**config.mk**
```make
export PLATFORM = sky130hd
export DESIGN_NAME = oam_dma_controller_flat
export DESIGN_NICKNAME = d
export VERILOG_FILES = /design/src/rtl/oam_dma_controller_if.sv /design/src/rtl/oam_dma_controller.sv /design/src/flat_wrapper.sv
export SDC_FILE = /design/constraint.sdc
export NUM_CORES = 1
export LEC_CHECK = 0
export BUFFER_PORTS_ARGS = -buffer_cell sky130_fd_sc_hd__buf_4
export CORE_UTILIZATION = 45
export CTS_CLUSTER_SIZE = 12
export DETAILED_ROUTE_END_ITERATION = 12
export PLACE_DENSITY = 0.68
export REMOVE_ABC_BUFFERS = 1
export SETUP_SLACK_MARGIN = 0.05
export SKIP_LAST_GASP = 1
export SYNTH_ARGS = -nofsm -noshare
export SYNTH_HDL_FRONTEND = slang
export SYNTH_SLANG_ARGS = --single-unit
export TNS_END_PERCENT = 10
```
**constraint.sdc**
```tcl
create_clock -name CLK -period 3.1 [get_ports CLK]
set_input_delay 0.62 -clock CLK [delete_from_list [all_inputs] [get_ports CLK]]
set_output_delay 0.62 -clock CLK [all_outputs]
set_load 0.02 [all_outputs]
```
**src/rtl/oam_dma_controller_if.sv**
```systemverilog
// Signal bundle between the sprite DMA sequencer and its CPU bus, system-bus and PPU OAM neighbours.
// The master modport is the DMA controller's view; slave is the surrounding system's view.
interface oam_dma_controller_if;
    logic [15:0] cpu_addr;
    logic [7:0]  cpu_data;
    logic        cpu_rw_n;
    logic        dma_active;
    logic        bus_own;
    logic [15:0] bus_addr;
    logic        bus_rden;
    logic [7:0]  bus_data;
    logic        oam_wren;
    logic [7:0]  oam_addr;
    logic [7:0]  oam_data;
    logic        done;

    modport master (
        input  cpu_addr, cpu_data, cpu_rw_n, bus_data,
        output dma_active, bus_own, bus_addr, bus_rden,
        output oam_wren, oam_addr, oam_data, done
    );

    modport slave (
        output cpu_addr, cpu_data, cpu_rw_n, bus_data,
        input  dma_active, bus_own, bus_addr, bus_rden,
        input  oam_wren, oam_addr, oam_data, done
    );
endinterface

```
**src/rtl/oam_dma_controller.sv**
```systemverilog
// $4014 sprite DMA sequencer: HALT, optional ALIGN, then XFER_LEN READ/WRITE pairs into OAM.
// Define OAM_DMA_ODD_ALIGN_EN to track CPU get/put parity and insert the ALIGN cycle.
module oam_dma_controller #(
    parameter logic [15:0] REG_ADDR = 16'h4014,
    parameter int          XFER_LEN = 256
) (
    input logic CLK,
    input logic RESET_n,
    oam_dma_controller_if.master bus
);
    typedef enum logic [2:0] {IDLE, HALT, ALIGN, READ, WRITE} state_t;

    localparam logic [7:0] LAST_IDX = 8'(XFER_LEN - 1);

    state_t      state_q, state_d;
    logic [7:0]  page_q, page_d;
    logic [7:0]  idx_q, idx_d;
    logic        dma_active_q, dma_active_d;
    logic        bus_own_q, bus_own_d;
    logic [15:0] bus_addr_q, bus_addr_d;
    logic        bus_rden_q, bus_rden_d;
    logic        oam_wren_q, oam_wren_d;
    logic [7:0]  oam_addr_q, oam_addr_d;
    logic [7:0]  oam_data_q, oam_data_d;
    logic        done_q, done_d;
    logic        trigger;
`ifdef OAM_DMA_ODD_ALIGN_EN
    logic        parity_q, parity_d;
`endif

    assign trigger = !bus.cpu_rw_n && (bus.cpu_addr == REG_ADDR);

    always_comb begin
        state_d    = state_q;
        page_d     = page_q;
        idx_d      = idx_q;
        oam_data_d = oam_data_q;
`ifdef OAM_DMA_ODD_ALIGN_EN
        parity_d   = !parity_q;
`endif
        case (state_q)
            IDLE: begin
                if (trigger) begin
                    page_d  = bus.cpu_data;
                    idx_d   = 8'd0;
                    state_d = HALT;
                end
            end
            HALT: begin
`ifdef OAM_DMA_ODD_ALIGN_EN
                // parity 1 now means the next cycle is a get cycle, so READ can follow directly
                state_d = parity_q ? READ : ALIGN;
`else
                state_d = READ;
`endif
            end
            ALIGN: state_d = READ;
            READ:  state_d = WRITE;
            WRITE: begin
                oam_data_d = bus.bus_data;
                if (idx_q == LAST_IDX) begin
                    state_d = IDLE;
                end else begin
                    idx_d   = idx_q + 8'd1;
                    state_d = READ;
                end
            end
            default: state_d = IDLE;
        endcase

        // Outputs are registered from the next state so they line up with the state they describe
        dma_active_d = (state_d != IDLE);
        bus_own_d    = (state_d == READ) || (state_d == WRITE);
        bus_rden_d   = (state_d == READ);
        oam_wren_d   = (state_d == WRITE);
        done_d       = (state_d == WRITE) && (idx_d == LAST_IDX);
        bus_addr_d   = bus_own_d ? {page_d, idx_d} : bus_addr_q;
        oam_addr_d   = oam_wren_d ? idx_d : oam_addr_q;
    end

    always_ff @(posedge CLK or negedge RESET_n) begin
        if (!RESET_n) begin
            state_q      <= IDLE;
            page_q       <= 8'd0;
            idx_q        <= 8'd0;
            dma_active_q <= 1'b0;
            bus_own_q    <= 1'b0;
            bus_addr_q   <= 16'd0;
            bus_rden_q   <= 1'b0;
            oam_wren_q   <= 1'b0;
            oam_addr_q   <= 8'd0;
            oam_data_q   <= 8'd0;
            done_q       <= 1'b0;
`ifdef OAM_DMA_ODD_ALIGN_EN
            parity_q     <= 1'b0;
`endif
        end else begin
            state_q      <= state_d;
            page_q       <= page_d;
            idx_q        <= idx_d;
            dma_active_q <= dma_active_d;
            bus_own_q    <= bus_own_d;
            bus_addr_q   <= bus_addr_d;
            bus_rden_q   <= bus_rden_d;
            oam_wren_q   <= oam_wren_d;
            oam_addr_q   <= oam_addr_d;
            oam_data_q   <= oam_data_d;
            done_q       <= done_d;
`ifdef OAM_DMA_ODD_ALIGN_EN
            parity_q     <= parity_d;
`endif
        end
    end

    assign bus.dma_active = dma_active_q;
    assign bus.bus_own    = bus_own_q;
    assign bus.bus_addr   = bus_addr_q;
    assign bus.bus_rden   = bus_rden_q;
    assign bus.oam_wren   = oam_wren_q;
    assign bus.oam_addr   = oam_addr_q;
    assign bus.done       = done_q;
    // Read data only arrives during WRITE, so it passes straight through and is kept for idle hold
    assign bus.oam_data   = (state_q == WRITE) ? bus.bus_data : oam_data_q;
endmodule

```
**src/flat_wrapper.sv**
```systemverilog
// flat-port wrapper written by rule: the top's interface ports become plain ports
module oam_dma_controller_flat 
#(
    parameter logic [15:0] REG_ADDR = 16'h4014,
    parameter int          XFER_LEN = 256
)
  (CLK, RESET_n, bus_cpu_addr, bus_cpu_data, bus_cpu_rw_n, bus_bus_data, bus_dma_active, bus_bus_own, bus_bus_addr, bus_bus_rden, bus_oam_wren, bus_oam_addr, bus_oam_data, bus_done);
  oam_dma_controller_if bus_i ();
  input logic CLK;
  input logic RESET_n;
  input wire logic [$bits(bus_i.cpu_addr)-1:0] bus_cpu_addr;
  input wire logic [$bits(bus_i.cpu_data)-1:0] bus_cpu_data;
  input wire logic [$bits(bus_i.cpu_rw_n)-1:0] bus_cpu_rw_n;
  input wire logic [$bits(bus_i.bus_data)-1:0] bus_bus_data;
  output wire logic [$bits(bus_i.dma_active)-1:0] bus_dma_active;
  output wire logic [$bits(bus_i.bus_own)-1:0] bus_bus_own;
  output wire logic [$bits(bus_i.bus_addr)-1:0] bus_bus_addr;
  output wire logic [$bits(bus_i.bus_rden)-1:0] bus_bus_rden;
  output wire logic [$bits(bus_i.oam_wren)-1:0] bus_oam_wren;
  output wire logic [$bits(bus_i.oam_addr)-1:0] bus_oam_addr;
  output wire logic [$bits(bus_i.oam_data)-1:0] bus_oam_data;
  output wire logic [$bits(bus_i.done)-1:0] bus_done;
  assign bus_i.cpu_addr = bus_cpu_addr;
  assign bus_i.cpu_data = bus_cpu_data;
  assign bus_i.cpu_rw_n = bus_cpu_rw_n;
  assign bus_i.bus_data = bus_bus_data;
  assign bus_dma_active = bus_i.dma_active;
  assign bus_bus_own = bus_i.bus_own;
  assign bus_bus_addr = bus_i.bus_addr;
  assign bus_bus_rden = bus_i.bus_rden;
  assign bus_oam_wren = bus_i.oam_wren;
  assign bus_oam_addr = bus_i.oam_addr;
  assign bus_oam_data = bus_i.oam_data;
  assign bus_done = bus_i.done;
  oam_dma_controller #(.REG_ADDR(REG_ADDR), .XFER_LEN(XFER_LEN)) u_core (.CLK(CLK), .RESET_n(RESET_n), .bus(bus_i));
endmodule
```
* After elaboration in Yosys (flattened, before gate mapping)
Cells that the tools add are included.
** Cells by class
- Add/subtract/negate cells :: 1
- Equality and inequality tests :: 9
- Multiplexer cells :: 9
- Reductions and logical operators :: 7
** Operator list (count)
- two-way mux 8 bit :: 5
- equality test 16 x 15 -> 1 bit, second input constant :: 1
- equality test 8 bit, second input constant :: 2
- case mux 8 bit (2 select lines) :: 1
- case mux 3 bit (4 select lines) :: 1
- equality test 3 x 2 -> 1 bit, second input constant :: 3
- adder 8 x 1 -> 8 bit, second input constant :: 1
- equality test 3 bit, second input constant :: 2
- equality test 3 x 1 -> 1 bit, second input constant :: 1
- logical NOT 3 bit :: 1
- two-way mux 3 bit :: 1
- nonzero test 3 bit :: 1
- logical AND 1 bit :: 2
- two-way mux 2 bit :: 1
- OR reduction 2 bit :: 1
- logical NOT 1 bit :: 1
- logical OR 1 bit :: 1
** Storage, ports and cells
- Register bits after elaboration :: 56
- Input port bits :: 35
- Word-level logic and storage cells :: 37

* Logic depth before layout (Yosys ltp)
- Depth after elaboration :: 6
- Depth in mapped cells :: 7
- Depth with buffers taken out :: 6

* Worst setup path before layout
No wires, ideal clock.
- Path type :: in2reg
- Start point :: input port bus_cpu_addr[10]
- End point :: register u_core.bus_addr_q[13], in the netlist u_core.bus.bus_addr[13]
- Data arrival time :: 1909 ps
- Data required time :: 2975 ps
- Slack :: 1067 ps
- Stages :: 6
- Path buffers :: 1
- Path through :: nor4_1 -> nand4_1 -> nor2_1 -> buf_6 -> mux2_4 -> mux2_2
** RTL lines
- start, declared :: RTL line flat_wrapper.sv:11 : input wire logic [$bits(bus_i.cpu_addr)-1:0] bus_cpu_addr;
- equality test 16 x 15 -> 1 bit :: RTL line oam_dma_controller.sv:31 : assign trigger = !bus.cpu_rw_n && (bus.cpu_addr == REG_ADDR);
- logical AND 1 bit :: RTL line oam_dma_controller.sv:31
- two-way mux 8 bit :: RTL line oam_dma_controller.sv:43 : if (trigger) begin
- two-way mux 8 bit :: RTL line oam_dma_controller.sv:41 : case (state_q)
- named net u_core.page_d[5] :: RTL line oam_dma_controller.sv:16 : logic [7:0] page_q, page_d;
- end signal, assigned :: RTL line oam_dma_controller.sv:103 : bus_addr_q <= bus_addr_d;
- end, declared :: RTL line oam_dma_controller.sv:20 : logic [15:0] bus_addr_q, bus_addr_d;
The timed path passes the listed nets, and every way through them passes these cells.
A chain may end at the register's enable or synchronous reset.

* Worst setup path in the final report
- Start point :: register u_core.state_q[0]
- End point :: output port bus_oam_data[6]
** On the way
- Longest elaborated chain between the ends :: 2
** Ends and longest elaborated chain
- start, declared :: RTL line oam_dma_controller.sv:15 : state_t state_q, state_d;
- start signal, assigned :: RTL line oam_dma_controller.sv:98 : state_q <= state_d;
- equality test 3 bit :: RTL line oam_dma_controller.sv:123 : assign bus.oam_data = (state_q == WRITE) ? bus.bus_data : oam_data_q;
- two-way mux 8 bit :: RTL line oam_dma_controller.sv:123
- end, declared :: RTL line flat_wrapper.sv:21 : output wire logic [$bits(bus_i.oam_data)-1:0] bus_oam_data;
No other way between the ends.

==> summary.md <==
| Metric | Value |
|---|---|
| Status | complete, no violations |
| Worst rel slew slack | 0.381 |
| # setup viols final | 0 |
| Final period utilization | 0.708 |
| Post-CTS Repair Setup Buffers | 0 |
| RSZ-0062 raised after global routing | false |
| Total routed wirelength | 4.35 mm |
| Max-cap violations | 0 |
| Endpoint of the worst register-to-register path | u_core.bus.bus_addr[0] |
| I/O pins | 72 |
| Most area-consuming cells after synthesis | dfrtp_1 (61%), mux2_2 (10%), nand2_1 (5.2%) |
| Number of inserted diodes | 0 |
| Number of flops mapped to enable cells by yosys | 0 |
| FF-to-FF path depth | 5 |
| Classification of the worst-slack hold path | input pin to asynchronous set/reset pin |
| Ys async rst share | 1.00 |
| Beginning of the worst register-to-register path | u_core.idx_q[0] |
| Height of the die | 73.5 um |
| Max incr delay on CP | 0.50 ns |
| Most Frequent Cell on Critical Path | nand2_1 |
| Placed Area | 2900 um^2 |
| Post-route non-filler standard cell count | 324 |
| Number of instances in the synthesized netlist | 183 |
| Remaining antenna violation count after routing | 0 |
| Largest net degree at the start of global routing | 57 |
| CP Data Arrival Time | 1.58 ns |
| Cell Count Post-Placement | 317 |
| Rows | 25 |
| Vias in the first global route | 1,569 |
| Hold Worst Slack | 0.347 ns |
| Cell area after synthesis | 2300 um^2 |
| Leading post-synthesis cells by instance count | dfrtp_1 (56), nand2_1 (32), mux2_2 (21) |
| Clock root buffer master | clkbuf_8 |
| Most used flip-flop cell after synthesis | dfrtp_1 |
| Maximum buffer depth of the clock tree | 2 |
| Register clock-pin slew on the reported worst setup and hold paths | 0.09 ns |
| Number of filler cells placed in the layout | 430 |
| Starting Density | 0.477 |
| Net count of the finished layout | 293 |
| Gr usage total | 0.179 |
| Final-report max-slew violation count | 0 |
| Area added between synthesis and finish | 29.5% |
| Total die area | 5400 um^2 |
| Largest fanout on the critical path | 13 |
| Number of instances resized during post-cts repair | 0 |
| Count of H-tree levels built during CTS | 2 |
| TritonCTS clock tree | yes |
| Number of antenna violations at the first check in global routing | 0 |
| Count of vias placed by the detailed router | 1,628 |
| Hold-fix buffer count after cts | 0 |
| Reg-to-reg setup timing slack | 0.92 ns |
| Static leakage power | 1.43 nW |
| First DRT Iteration DRCs | 42 |
| Power density over the cells | 893 nW/um^2 |
| Count of state elements after synthesis | 56 |
| Synthesized area per cell | 12.6 um^2 |
| Nature of the critical path endpoint | output port |
| Setup clock skew after layout | 0.00650 ns |
| Worst-margin pin slew | 0.929 ns |
| Total of buffers placed on input and output ports | 71 |
| Post-synthesis cell type count | 38 |
| Post-route DRC | 0 |
| Die W | 73.5 um |
| WL per Instance | 13.4 um |
| Critical Path RT | 2.48 ns |
| Weighted congestion reported at the end of routability-driven placement | 0.838 |
| Fmax achieved | 455 MHz |
| Final non-filler cell area | 2980 um^2 |
| Placeable core region | 4820 um^2 |
| Inserted Clock Buffers | 5 |
| Clock sink count | 56 |
| Critical Setup Path Class | flop to output port |
| Power Total | 0.00266 W |
| Post-layout minimum cycle time | 2.20 ns |
| Global route total overflow | 0 |
| Global-route wire length before repair | 7.18 mm |
| Clk_lat worst skew | 0.31 ns |
| Peak ir drop on the vdd network | 0.359 mV |
| Detailed-router iteration count before antenna repair | 4 |
| Share of post-route cells with drive strength above 1 | 0.451 |
| Standard cell with the maximum stage delay on the critical path | or3b_4 |
| Hold Violations, Final | 0 |
| Vias per std cell | 5.02 |
| Synth top area share | 0.609 |
| Count of synthesis-stage warnings from yosys | 0 |
| Leading cell type by number of instances after synthesis | dfrtp_1 |
| DPL Wire Length | 3.08 mm |
| Library cell with the largest summed area after synthesis | dfrtp_1 |
| Part of the Yosys area used for sequential elements | 0.609 |
| Critical Path, Cell by Cell | or3b_4, nand2_1, nand2_1, buf_4 |
| Total Negative Setup Slacks | 0 ns |
| Critical path startpoint category | flop |
## critical path, delay by kind of cell (launching register included)
kind                   cells  cell delay (ns)
buffers and inverters      1             0.16
DFF                        1             0.44
and+or+nand+nor            3             0.67
## stage by stage
step / util / worst slack (ns)
floorplan: - / 0.359
global placement: 0.602 / 0.734
detailed placement: 0.602 / 0.706
CTS: 0.618 / 0.864
global route: 0.618 / 0.692
finish: 0.618 / 0.904
## cell families (layout without fill, tap and decap cells)
logic type               Yosys count  count (layout)  synth area share
adder cells (fa/ha/maj)            1               1           0.00544
AND/OR/NAND/NOR                   68              68             0.147
flip-flops                        56              56             0.609
AO/OA/AOI/OAI                     16              16            0.0501
XOR/XNOR                           3               3            0.0114
multiplexers                      30              30             0.157
buffers and inverters              9              83            0.0190
## cells in the final DEF (no fill, tap or decap), types with 3 or more instances in the layout
cell / Yosys / layout
clkbuf_8: 0 / 5
nand4_1: 3 / 3
buf_4: 0 / 73
mux2_4: 7 / 7
nand3_1: 5 / 5
nor4_1: 3 / 3
dfrtp_1: 56 / 56
mux2_2: 21 / 21
o21ai_0: 4 / 4
nor2_1: 9 / 8
nand2_1: 32 / 32
## per-layer routing
metal  share of wire  wire [um]  track usage  up-vias
li1                -          -            -      790
met1            0.44       1930        0.228      762
met2            0.44       1920        0.281       66
met3           0.088        382       0.0590       10
met4           0.028        120       0.0769        0
met5               0          0            0        -
## worst max path at each step
stage / from / end / slack (ns) / depth (start not counted)
final: u_core.state_q[0] / bus_oam_data[6] / 0.90 / 4
after global routing: u_core.idx_q[0] / u_core.bus.bus_addr[11] / 0.69 / 5
after CTS: u_core.idx_q[0] / u_core.bus.bus_addr[0] / 0.86 / 5
after detailed placement: bus_cpu_addr[10] / u_core.bus.bus_addr[15] / 0.71 / 7
after global placement: bus_cpu_addr[10] / u_core.bus.bus_addr[15] / 0.73 / 7
after floorplan: bus_cpu_addr[10] / u_core.bus.bus_addr[15] / 0.36 / 5
## power by group
group	leakage, nW	total [W]	switching, W	internal (W)
sequential	0.656	0.00108	0.000131	0.000949
clock	0.0410	0.000366	0.000212	0.000154
combinational	0.730	0.00121	0.000675	0.000538
total	1.43	0.00266	0.00102	0.00164
## cell type report
type	count	area (um^2)	area share
tap	67	83.8	0.0281
clock inverter	1	5.00	0.00168
clock buffer	6	72.6	0.0244
sequential	56	1400	0.470
multi-input combinational	118	857	0.288
inverter	3	11.3	0.00378
timing repair buffer	73	548	0.184
## flip-flops by register name, indices dropped and copies added, names as in the netlist
signal	cells
u_core.bus.oam_addr	8
u_core.state_q	3
u_core.page_q	8
u_core.idx_q	8
u_core.bus.bus_own	1
u_core.bus.bus_rden	1
u_core.bus.bus_addr	16
u_core.bus.done	1
u_core.bus.oam_wren	1
u_core.oam_data_q	8
u_core.bus.dma_active	1
Note: power is estimated with default switching activity, not from simulation.
